## config.mk

```make
export PLATFORM = sky130hd
export DESIGN_NAME = cmp_window_stats
export DESIGN_NICKNAME = d
export VERILOG_FILES = /design/src/rtl/cmp_window_pkg.sv /design/src/rtl/cmp_window_stats_comparator.sv /design/src/rtl/cmp_window_stats.sv
export SDC_FILE = /design/constraint.sdc
export NUM_CORES = 1
export LEC_CHECK = 0
export CAP_MARGIN = 15
export CORE_MARGIN = 3
export CORE_UTILIZATION = 50
export CTS_CLUSTER_DIAMETER = 40
export CTS_CLUSTER_SIZE = 14
export DETAILED_ROUTE_END_ITERATION = 7
export PLACE_DENSITY = 0.86
export RECOVER_POWER = 100
export SETUP_SLACK_MARGIN = 0.02
export SYNTH_ARGS = -nofsm -noshare
export SYNTH_HDL_FRONTEND = slang
export SYNTH_SLANG_ARGS = --single-unit
```

## constraint.sdc

```tcl
create_clock -name clk -period 3.3 [get_ports clk]
set_input_delay 0.66 -clock clk [delete_from_list [all_inputs] [get_ports clk]]
set_output_delay 0.66 -clock clk [all_outputs]
set_load 0.02 [all_outputs]
```

## src/rtl/cmp_window_pkg.sv

```systemverilog
// Shared types and helpers for the windowed comparator statistics stage.
package cmp_window_pkg;

  typedef enum logic [1:0] {
    ST_INIT  = 2'd0,
    ST_ACCUM = 2'd1,
    ST_HOLD  = 2'd2
  } state_t;

  // Wide enough to hold the value win itself, so an all-equal window is representable.
  function automatic int cnt_width(input int win);
    return $clog2(win + 1);
  endfunction

  typedef struct packed {
    logic [31:0] min;
    logic [31:0] max;
    logic [31:0] lt;
    logic [31:0] gt;
    logic [31:0] eq;
  } summary_t;

endpackage

```

## src/rtl/cmp_window_stats_comparator.sv

```systemverilog
// Unsigned N-bit magnitude comparator with one-hot Lesser/Greater/Equal outputs.
module N_bit_comparator #(
  parameter int N = 8
) (
  input  logic [N-1:0] a,
  input  logic [N-1:0] b,
  output logic         Lesser,
  output logic         Greater,
  output logic         Equal
);

  assign Lesser  = (a < b);
  assign Greater = (a > b);
  assign Equal   = (a == b);

endmodule

```

## src/rtl/cmp_window_stats.sv

```systemverilog
// Accumulates lt/gt/eq counts plus min/max over windows of WIN samples and
// presents each window summary on a registered valid/ready port.
module cmp_window_stats
  import cmp_window_pkg::*;
#(
  parameter int  N   = 8,
  parameter int  WIN = 16,
  localparam int CW  = cnt_width(WIN)
) (
  input  logic          clk,
  input  logic          rst_n,
  input  logic [N-1:0]  thr,
  input  logic          in_valid,
  input  logic [N-1:0]  in_data,
  output logic          in_ready,
  output logic          out_valid,
  input  logic          out_ready,
  output logic [N-1:0]  out_min,
  output logic [N-1:0]  out_max,
  output logic [CW-1:0] out_lt_cnt,
  output logic [CW-1:0] out_gt_cnt,
  output logic [CW-1:0] out_eq_cnt
);

  localparam logic [CW-1:0] ONE_C  = {{(CW-1){1'b0}}, 1'b1};
  localparam logic [CW-1:0] LAST_C = CW'(WIN - 1);

  state_t        state_r, state_nx_s;
  logic          in_ready_r, out_valid_r;
  logic [CW-1:0] cnt_r, lt_r, gt_r, eq_r;
  logic [N-1:0]  min_r, max_r, thr_q_r;
  logic [N-1:0]  out_min_r, out_max_r;
  logic [CW-1:0] out_lt_r, out_gt_r, out_eq_r;

  logic          first_s, last_s, acc_s;
  logic          lesser_s, greater_s, equal_s;
  logic [N-1:0]  b_s, min_upd_s, max_upd_s;
  logic [CW-1:0] lt_upd_s, gt_upd_s, eq_upd_s;

  // The first sample of a window is judged against the live threshold it latches.
  assign first_s = (cnt_r == {CW{1'b0}});
  assign last_s  = (cnt_r == LAST_C);
  assign acc_s   = in_valid & in_ready_r;
  assign b_s     = first_s ? thr : thr_q_r;

  N_bit_comparator #(.N(N)) u_cmp (
    .a       (in_data),
    .b       (b_s),
    .Lesser  (lesser_s),
    .Greater (greater_s),
    .Equal   (equal_s)
  );

  assign lt_upd_s  = lt_r + {{(CW-1){1'b0}}, lesser_s};
  assign gt_upd_s  = gt_r + {{(CW-1){1'b0}}, greater_s};
  assign eq_upd_s  = eq_r + {{(CW-1){1'b0}}, equal_s};
  assign min_upd_s = (first_s || (in_data < min_r)) ? in_data : min_r;
  assign max_upd_s = (first_s || (in_data > max_r)) ? in_data : max_r;

  // Next-state logic for the INIT/ACCUM/HOLD sequencer.
  always_comb begin
    state_nx_s = state_r;
    case (state_r)
      ST_INIT: state_nx_s = ST_ACCUM;
      ST_ACCUM: begin
        if (acc_s && last_s) state_nx_s = ST_HOLD;
        else                 state_nx_s = ST_ACCUM;
      end
      ST_HOLD: begin
        if (out_valid_r && out_ready) state_nx_s = ST_ACCUM;
        else                          state_nx_s = ST_HOLD;
      end
      default: state_nx_s = ST_INIT;
    endcase
  end

  // State register.
  always_ff @(posedge clk or negedge rst_n) begin
    if (!rst_n) state_r <= ST_INIT;
    else        state_r <= state_nx_s;
  end

  // Working accumulators, threshold latch and registered summary outputs.
  always_ff @(posedge clk or negedge rst_n) begin
    if (!rst_n) begin
      in_ready_r  <= 1'b0;
      out_valid_r <= 1'b0;
      cnt_r       <= {CW{1'b0}};
      lt_r        <= {CW{1'b0}};
      gt_r        <= {CW{1'b0}};
      eq_r        <= {CW{1'b0}};
      min_r       <= {N{1'b0}};
      max_r       <= {N{1'b0}};
      thr_q_r     <= {N{1'b0}};
      out_min_r   <= {N{1'b0}};
      out_max_r   <= {N{1'b0}};
      out_lt_r    <= {CW{1'b0}};
      out_gt_r    <= {CW{1'b0}};
      out_eq_r    <= {CW{1'b0}};
    end else begin
      in_ready_r <= (state_nx_s == ST_ACCUM);
      if (acc_s) begin
        min_r <= min_upd_s;
        max_r <= max_upd_s;
        if (first_s) thr_q_r <= thr;
        if (last_s) begin
          out_min_r   <= min_upd_s;
          out_max_r   <= max_upd_s;
          out_lt_r    <= lt_upd_s;
          out_gt_r    <= gt_upd_s;
          out_eq_r    <= eq_upd_s;
          out_valid_r <= 1'b1;
          cnt_r       <= {CW{1'b0}};
          lt_r        <= {CW{1'b0}};
          gt_r        <= {CW{1'b0}};
          eq_r        <= {CW{1'b0}};
        end else begin
          cnt_r <= cnt_r + ONE_C;
          lt_r  <= lt_upd_s;
          gt_r  <= gt_upd_s;
          eq_r  <= eq_upd_s;
        end
      end else if (out_valid_r && out_ready) begin
        out_valid_r <= 1'b0;
      end
    end
  end

  assign in_ready   = in_ready_r;
  assign out_valid  = out_valid_r;
  assign out_min    = out_min_r;
  assign out_max    = out_max_r;
  assign out_lt_cnt = out_lt_r;
  assign out_gt_cnt = out_gt_r;
  assign out_eq_cnt = out_eq_r;

endmodule

```

==> results of run 1 <==
## worst max path at each step
stage,start,end,cells after the start
floorplan,cnt_r[0]$_DFFE_PN0P_,lt_r[4]$_DFFE_PN0P_,18
global placement,thr[1],lt_r[4]$_DFFE_PN0P_,14
detailed placement,cnt_r[1]$_DFFE_PN0P_,gt_r[4]$_DFFE_PN0P_,17
CTS,cnt_r[1]$_DFFE_PN0P_,lt_r[4]$_DFFE_PN0P_,17
global route,cnt_r[1]$_DFFE_PN0P_,gt_r[3]$_DFFE_PN0P_,17
finish,cnt_r[1]$_DFFE_PN0P_,gt_r[3]$_DFFE_PN0P_,17
## cells in the mapped netlist, types with 2 or more instances
cell / n
a21o_1: 4
a21oi_1: 25
a31oi_1: 19
and2_1: 6
and4_1: 2
buf_2: 5
buf_4: 3
buf_6: 2
clkbuf_1: 7
dfrtp_1: 79
ha_1: 31
inv_1: 17
mux2_2: 15
mux2i_1: 7
nand2_1: 66
nand2b_1: 2
nand3_1: 6
nand4_1: 3
nor2_1: 21
nor2b_1: 7
nor3_1: 2
o21a_1: 4
o21ai_0: 48
o21ai_1: 10
o21ai_4: 2
o31ai_1: 4
xnor2_1: 4
xor2_1: 6
## sequential cells by signal, summed over array words and instances (netlist names)
signal,cells
lt_r,5
out_max,8
out_valid,1
out_min,8
out_gt_cnt,5
max_r,8
min_r,8
out_eq_cnt,5
in_ready,1
thr_q_r,8
gt_r,5
eq_r,5
state_r,2
out_lt_cnt,5
cnt_r,5
## final cells by class
class	instances	area, sq um	share of cell area, %
well taps	102	128	2.44
clock buffers	12	155	2.97
inverters	17	63.8	1.22
flip-flops and latches	79	1980	37.9
clock inverters	3	90.1	1.73
multi-input cells	306	2130	40.8
repair buffers	74	677	13.0
## metrics by stage
step	instances	util (%)	area, sq um	setup TNS (ns)	hold slack (ns)
finish	593	66.5	5220	-0.0280	0.477
global route	593	66.5	5220	-0.694	0.494
global placement	572	61.1	4800	0	0.458
detailed placement	572	61.1	4800	-0.0567	0.463
CTS	592	64.9	5090	0	0.482
floorplan	419	-	4120	0	0.364
## cells by family (layout without fill, tap and decap cells)
kind of cell / after synthesis / in the layout / share of synthesized area [%]
buf+inv: 34 / 106 / 3.88
simple gates: 119 / 119 / 13.0
flops: 79 / 79 / 48.0
xor+xnor: 10 / 10 / 2.12
mux: 23 / 23 / 6.07
fa+ha+maj: 31 / 31 / 9.41
compound gates: 123 / 123 / 17.6
## power by group through the flow
| stage | Sequential, mW | Clock (mW) | Combinational, mW |
|---|---|---|---|
| floorplan | 1.74 | 0 | 1.12 |
| global placement | 1.59 | 0 | 1.90 |
| detailed placement | 1.62 | 0 | 2.02 |
| CTS | 1.60 | 0.897 | 2.12 |
| global route | 1.68 | 0.937 | 2.51 |
| finish | 1.63 | 0.891 | 2.33 |
## per-layer routing
| metal | up-vias | wire length, um | track usage (%) |
|---|---|---|---|
| li1 | 1600 | - | - |
| met1 | 1707 | 4340 | 26.3 |
| met2 | 202 | 5360 | 36.4 |
| met3 | 48 | 687 | 4.83 |
| met4 | 0 | 432 | 10.9 |
| met5 | - | 0 | 0 |
## critical path, cell delays in order (launching register included)
cell and delay [ns]:
dfrtp_1 0.39, inv_2 0.08, ha_4 0.14, or4b_4 0.49, buf_4 0.21, nand2_1 0.10, nand2_1 0.07, ha_1 0.21
nor2b_4 0.11, o21a_1 0.15, o21a_1 0.14, o21bai_2 0.10, a21oi_2 0.15, ha_2 0.22, nand3_1 0.15, nor2b_1 0.17
o21ai_0 0.21, o31ai_1 0.11
## timing repair
item	in CTS	in global routing
buffers inserted	5	1
pin swaps	0	9
setup endpoints to repair	3	10
resized for setup	4	29
==> impl_metrics.ini, run 1 <==
[floorplanning]
fp.dieW_um = 96.8
dieArea_sq_um = 9370
die_h_um = 96.8
core_sq_um = 7850
rows = 32
initial_core_util_pct = 52.5
ioPinCount = 53

[global_routing]
grt_max_degree = 80
grt_pass1_vias = 3530
antenna_found_initial = 0
track_usage_pct = 21.7
gr-total-overflow = 0
grt_pass1_wl_mm = 16.5

[pwr]
p_leak_nw = 2.30
power_density_nw_per_um2 = 930
p_comb_share_pct = 48.0
p_clk_share_pct = 18.4
p_sw_share_pct = 38.7
p_int_mw = 2.97
seq_power_share_pct = 33.7
peakVddDrop_mv = 0.426
power.total_mw = 4.85
switchingPower_mw = 1.88

[routing]
via_count = 3557
drt_first_pass_iters = 5
drt-initial-drc-count = 291
ant_nets = 0
avgViaCountPerCell = 6.00
routed_wl_mm = 10.8
route.detailed.drc = 0
avgRoutedWirePerCell_um = 18.2

[setup_path]
critPathKind = flip-flop to flip-flop
worstPathArrival_ns = 3.56
cp.required_ns = 3.53
reg2reg_slack_ns = -0.03
r2r-start = cnt_r[1]$_DFFE_PN0P_
end_kind = flip-flop
startpoint_type = flip-flop
r2r_end = gt_r[3]$_DFFE_PN0P_
r2r_cells = 17
crit_path_max_fanout = 10

[hold_path]
hold_path.class = flip-flop to flip-flop
min_to = out_eq_cnt[0]$_DFFE_PN0P_
hp-start = out_eq_cnt[0]$_DFFE_PN0P_
worstHoldPathCells = 2

[cells_and_area]
diodes = 0
mostFrequentLayoutCell = dfrtp_1
areaGrowthSynthToFinish_pct = 26.6
n_fill_cell = 595
drive_above_1_share_pct = 16.1
final_cell_mix = 79 x dfrtp_1, 66 x nand2_1, 50 x clkdlybuf4s50_1, 44 x o21ai_0, 24 x ha_1
nNetsFinal = 538

[synth]
synth-seq-area-share_pct = 48.0
yosys_warnings = 0
yosysTopAreaCellShare_pct = 48.0
postSynth.asyncResetShare_pct = 100
synth-main-ff-cell = dfrtp_1
synth_seq_cells = 79
synth.avg_cell_area_sq_um = 9.84
yosysTopAreaCell = dfrtp_1
synth_edf_count = 0
synth.net_count = 470
netlist_area_sq_um = 4120
synth.area.top_cells = dfrtp_1 48%, ha_1 9.4%, nand2_1 6.0%
syn_inst = 419
synth_cell_types = 40

[place]
dp_hpwl_mm = 6.91
io_buffers = 52
pre_cts_ws_ns = -0.0536
gp_congestion = 0.835

[timing]
finalSetupViolations = 1
fin_skew_ns = 0.0103
clock.fmax_ghz = 0.300
fin_crit_sh_pct = 101
slew_headroom_pct = -31.8
hold_violations = 0
fin_ws_ns = -0.0280
slew_violations = 80
rsz0062_at_grt = true
worst_pin_slew_ns = 1.98
fin_crit_ns = 3.33

[clock_network]
cts_buffers = 9
ctsHtreeMaxLevel = 3
clockBufferDepth = 2
cts_hold_buf = 0
clkSinkCount = 79
clk_pin_slew_ns = 0.08
cts_tree = yes
cts_root_buf = clkbuf_8
clock_latency_ns = 0.36

[outcome]
status = finished, violations left
violations = max-capacitance violations, max-slew violations, negative setup slack

[flow_run]
drv_cap = 1
Power figures use the tool's default switching activity.
==> run 2, diff against run 1 <==
--- a/config.mk
+++ b/config.mk
@@ -7,11 +7,11 @@
 export LEC_CHECK = 0
 export CAP_MARGIN = 15
 export CORE_MARGIN = 3
-export CORE_UTILIZATION = 50
+export CORE_UTILIZATION = 55
 export CTS_CLUSTER_DIAMETER = 40
 export CTS_CLUSTER_SIZE = 14
 export DETAILED_ROUTE_END_ITERATION = 7
-export PLACE_DENSITY = 0.86
+export PLACE_DENSITY = 0.89
 export RECOVER_POWER = 100
 export SETUP_SLACK_MARGIN = 0.02
 export SYNTH_ARGS = -nofsm -noshare
==> constraint.sdc (replaced) <==
create_clock -name clk -period 3.7 [get_ports clk]
set_input_delay 0.74 -clock clk [delete_from_list [all_inputs] [get_ports clk]]
set_output_delay 0.74 -clock clk [all_outputs]
set_load 0.02 [all_outputs]
==> run 2 against run 1 <==
  * Die area is 8.5% lower
  * The flow finishes with violations (max-capacitance violations, max-slew violations)
  * First-iteration DRC count is 18% lower
  * Combinational power is 27% lower
  * Non-clock buffer count is 9 lower
==> impl_metrics.ini, run 2 (synthesis results as in run 1) <==
[setup_path]
worstPathArrival_ns = 3.74
end_kind = flip-flop
cp.required_ns = 3.94
crit_path_max_fanout = 9
startpoint_type = primary input
critPathKind = primary input to flip-flop

[cells_and_area]
diodes = 0
final_cells = 578
n_fill_cell = 493
regArea_sq_um = 1980
final_cell_mix = 79 x dfrtp_1, 66 x nand2_1, 56 x o21ai_0, 36 x dlygate4sd3_1, 31 x ha_1
multi_input_area_sq_um = 1970
mostFrequentLayoutCell = dfrtp_1
nNetsFinal = 529
areaGrowthSynthToFinish_pct = 19.7
fin_area_sq_um = 4930
drive_above_1_share_pct = 8.92

[timing]
slew_violations = 80
slew_headroom_pct = -28.1
holdWs_ns = 0.474
clock.fmax_ghz = 0.286
fin_crit_ns = 3.50
setup_tns_ns = 0
rsz0062_at_grt = false
fin_crit_sh_pct = 94.5
finalSetupViolations = 0
fin_ws_ns = 0.204
worst_pin_slew_ns = 1.92
hold_violations = 0
fin_skew_ns = 0.00717

[place]
gp_congestion = 0.895
dpl.cell_count = 563
postPlaceCellArea_sq_um = 4770
io_buffers = 52
pre_cts_ws_ns = 0.313
dp_hpwl_mm = 6.70

[routing]
routed_wl_mm = 9.59
drt_first_pass_iters = 4
ant_nets = 0
drt-initial-drc-count = 240
route.detailed.drc = 0
avgViaCountPerCell = 5.85
via_count = 3384
avgRoutedWirePerCell_um = 16.6

[flow_run]
drv_cap = 1

[floorplanning]
die_h_um = 92.6
fp.dieW_um = 92.6
core_sq_um = 7020
dieArea_sq_um = 8570
rows = 30
ioPinCount = 53
initial_core_util_pct = 58.7

[clock_network]
clock_latency_ns = 0.36
post_cts_buffers = 0
cts_hold_buf = 0
clkSinkCount = 79
cts_tree = yes
cts_buffers = 9
ctsHtreeMaxLevel = 3
cts_resized = 0
cts_root_buf = clkbuf_8
clk_pin_slew_ns = 0.08
clockBufferDepth = 2

[global_routing]
track_usage_pct = 23.7
grt_pass1_vias = 3440
grt_pass1_wl_mm = 16.1
antenna_found_initial = 0
grt_max_degree = 80
gr-total-overflow = 0

[pwr]
p_leak_nw = 2.29
peakVddDrop_mv = 0.418
power_density_nw_per_um2 = 775

[outcome]
status = finished, violations left
violations = max-capacitance violations, max-slew violations

[hold_path]
hold_path.class = flip-flop to flip-flop
run 2: cell count changes in the layout (fill, tap and decap cells not counted), sizes merged:
cell           change
clkinvlp           +1
clkinv             +3
bufinv             -1
dlygate4sd3       +35
clkdlybuf4s50     -35
clkbuf             +1
buf               -13
run 2: worst max-delay path: stages:
cell	delay (ns)
dlygate4sd3_1	0.63
clkbuf_1	0.36
ha_1	0.33
a21oi_1	0.18
o21ai_0	0.15
a21o_4	0.28
o21ai_1	0.63
mux2_2	0.42
run 2: report_power, final:
group	switching [mW]	leakage (nW)	internal [mW]	total, mW
Clock	0.323	0.105	0.375	0.698
Sequential	0.231	0.989	1.20	1.43
Combinational	0.959	1.20	0.740	1.70
Total	1.51	2.29	2.31	3.82
run 2: final timing paths:
path / to / slack, ns / cells after the start / from
worst max-delay path: max_r[2]$_DFFE_PN0P_ / 0.20 / 8 / in_data[5]
worst min-delay path: out_lt_cnt[3]$_DFFE_PN0P_ / 0.47 / 2 / out_lt_cnt[3]$_DFFE_PN0P_
worst max register to register: gt_r[4]$_DFFE_PN0P_ / 0.25 / 18 / cnt_r[1]$_DFFE_PN0P_
worst min register to register: out_lt_cnt[3]$_DFFE_PN0P_ / 0.47 / 2 / out_lt_cnt[3]$_DFFE_PN0P_
max in group asynchronous: out_max[6]$_DFFE_PN0P_ / 1.66 / 1 / rst_n
min in group asynchronous: out_eq_cnt[3]$_DFFE_PN0P_ / 0.89 / 1 / rst_n
run 2: per-layer routing:
layer	track usage (%)	wire, um	part of all wire (%)	vias to the layer above
li1	-	-	-	1593
met1	31.2	4270	44	1650
met2	38.1	4580	48	117
met3	3.98	507	5.3	24
met4	11.8	240	2.5	0
met5	0	0	0	-
run 2: final cells by class:
type                            count  share of cell area (%)
Inverter                           17                    1.29
Multi-Input combinational cell    306                    39.9
Sequential cell                    79                    40.1
Timing Repair Buffer               65                    12.1
Clock buffer                        9                    2.51
Clock inverter                      6                    1.75
Tap cell                           96                    2.43
run 2: per-stage QoR:
step / util (%) / total power [mW]
after floorplan: - / 2.55
after global placement: 67.9 / 3.09
after detailed placement: 67.9 / 3.19
after CTS: 70.9 / 3.90
after global routing: 70.3 / 4.09
final: 70.3 / 3.82
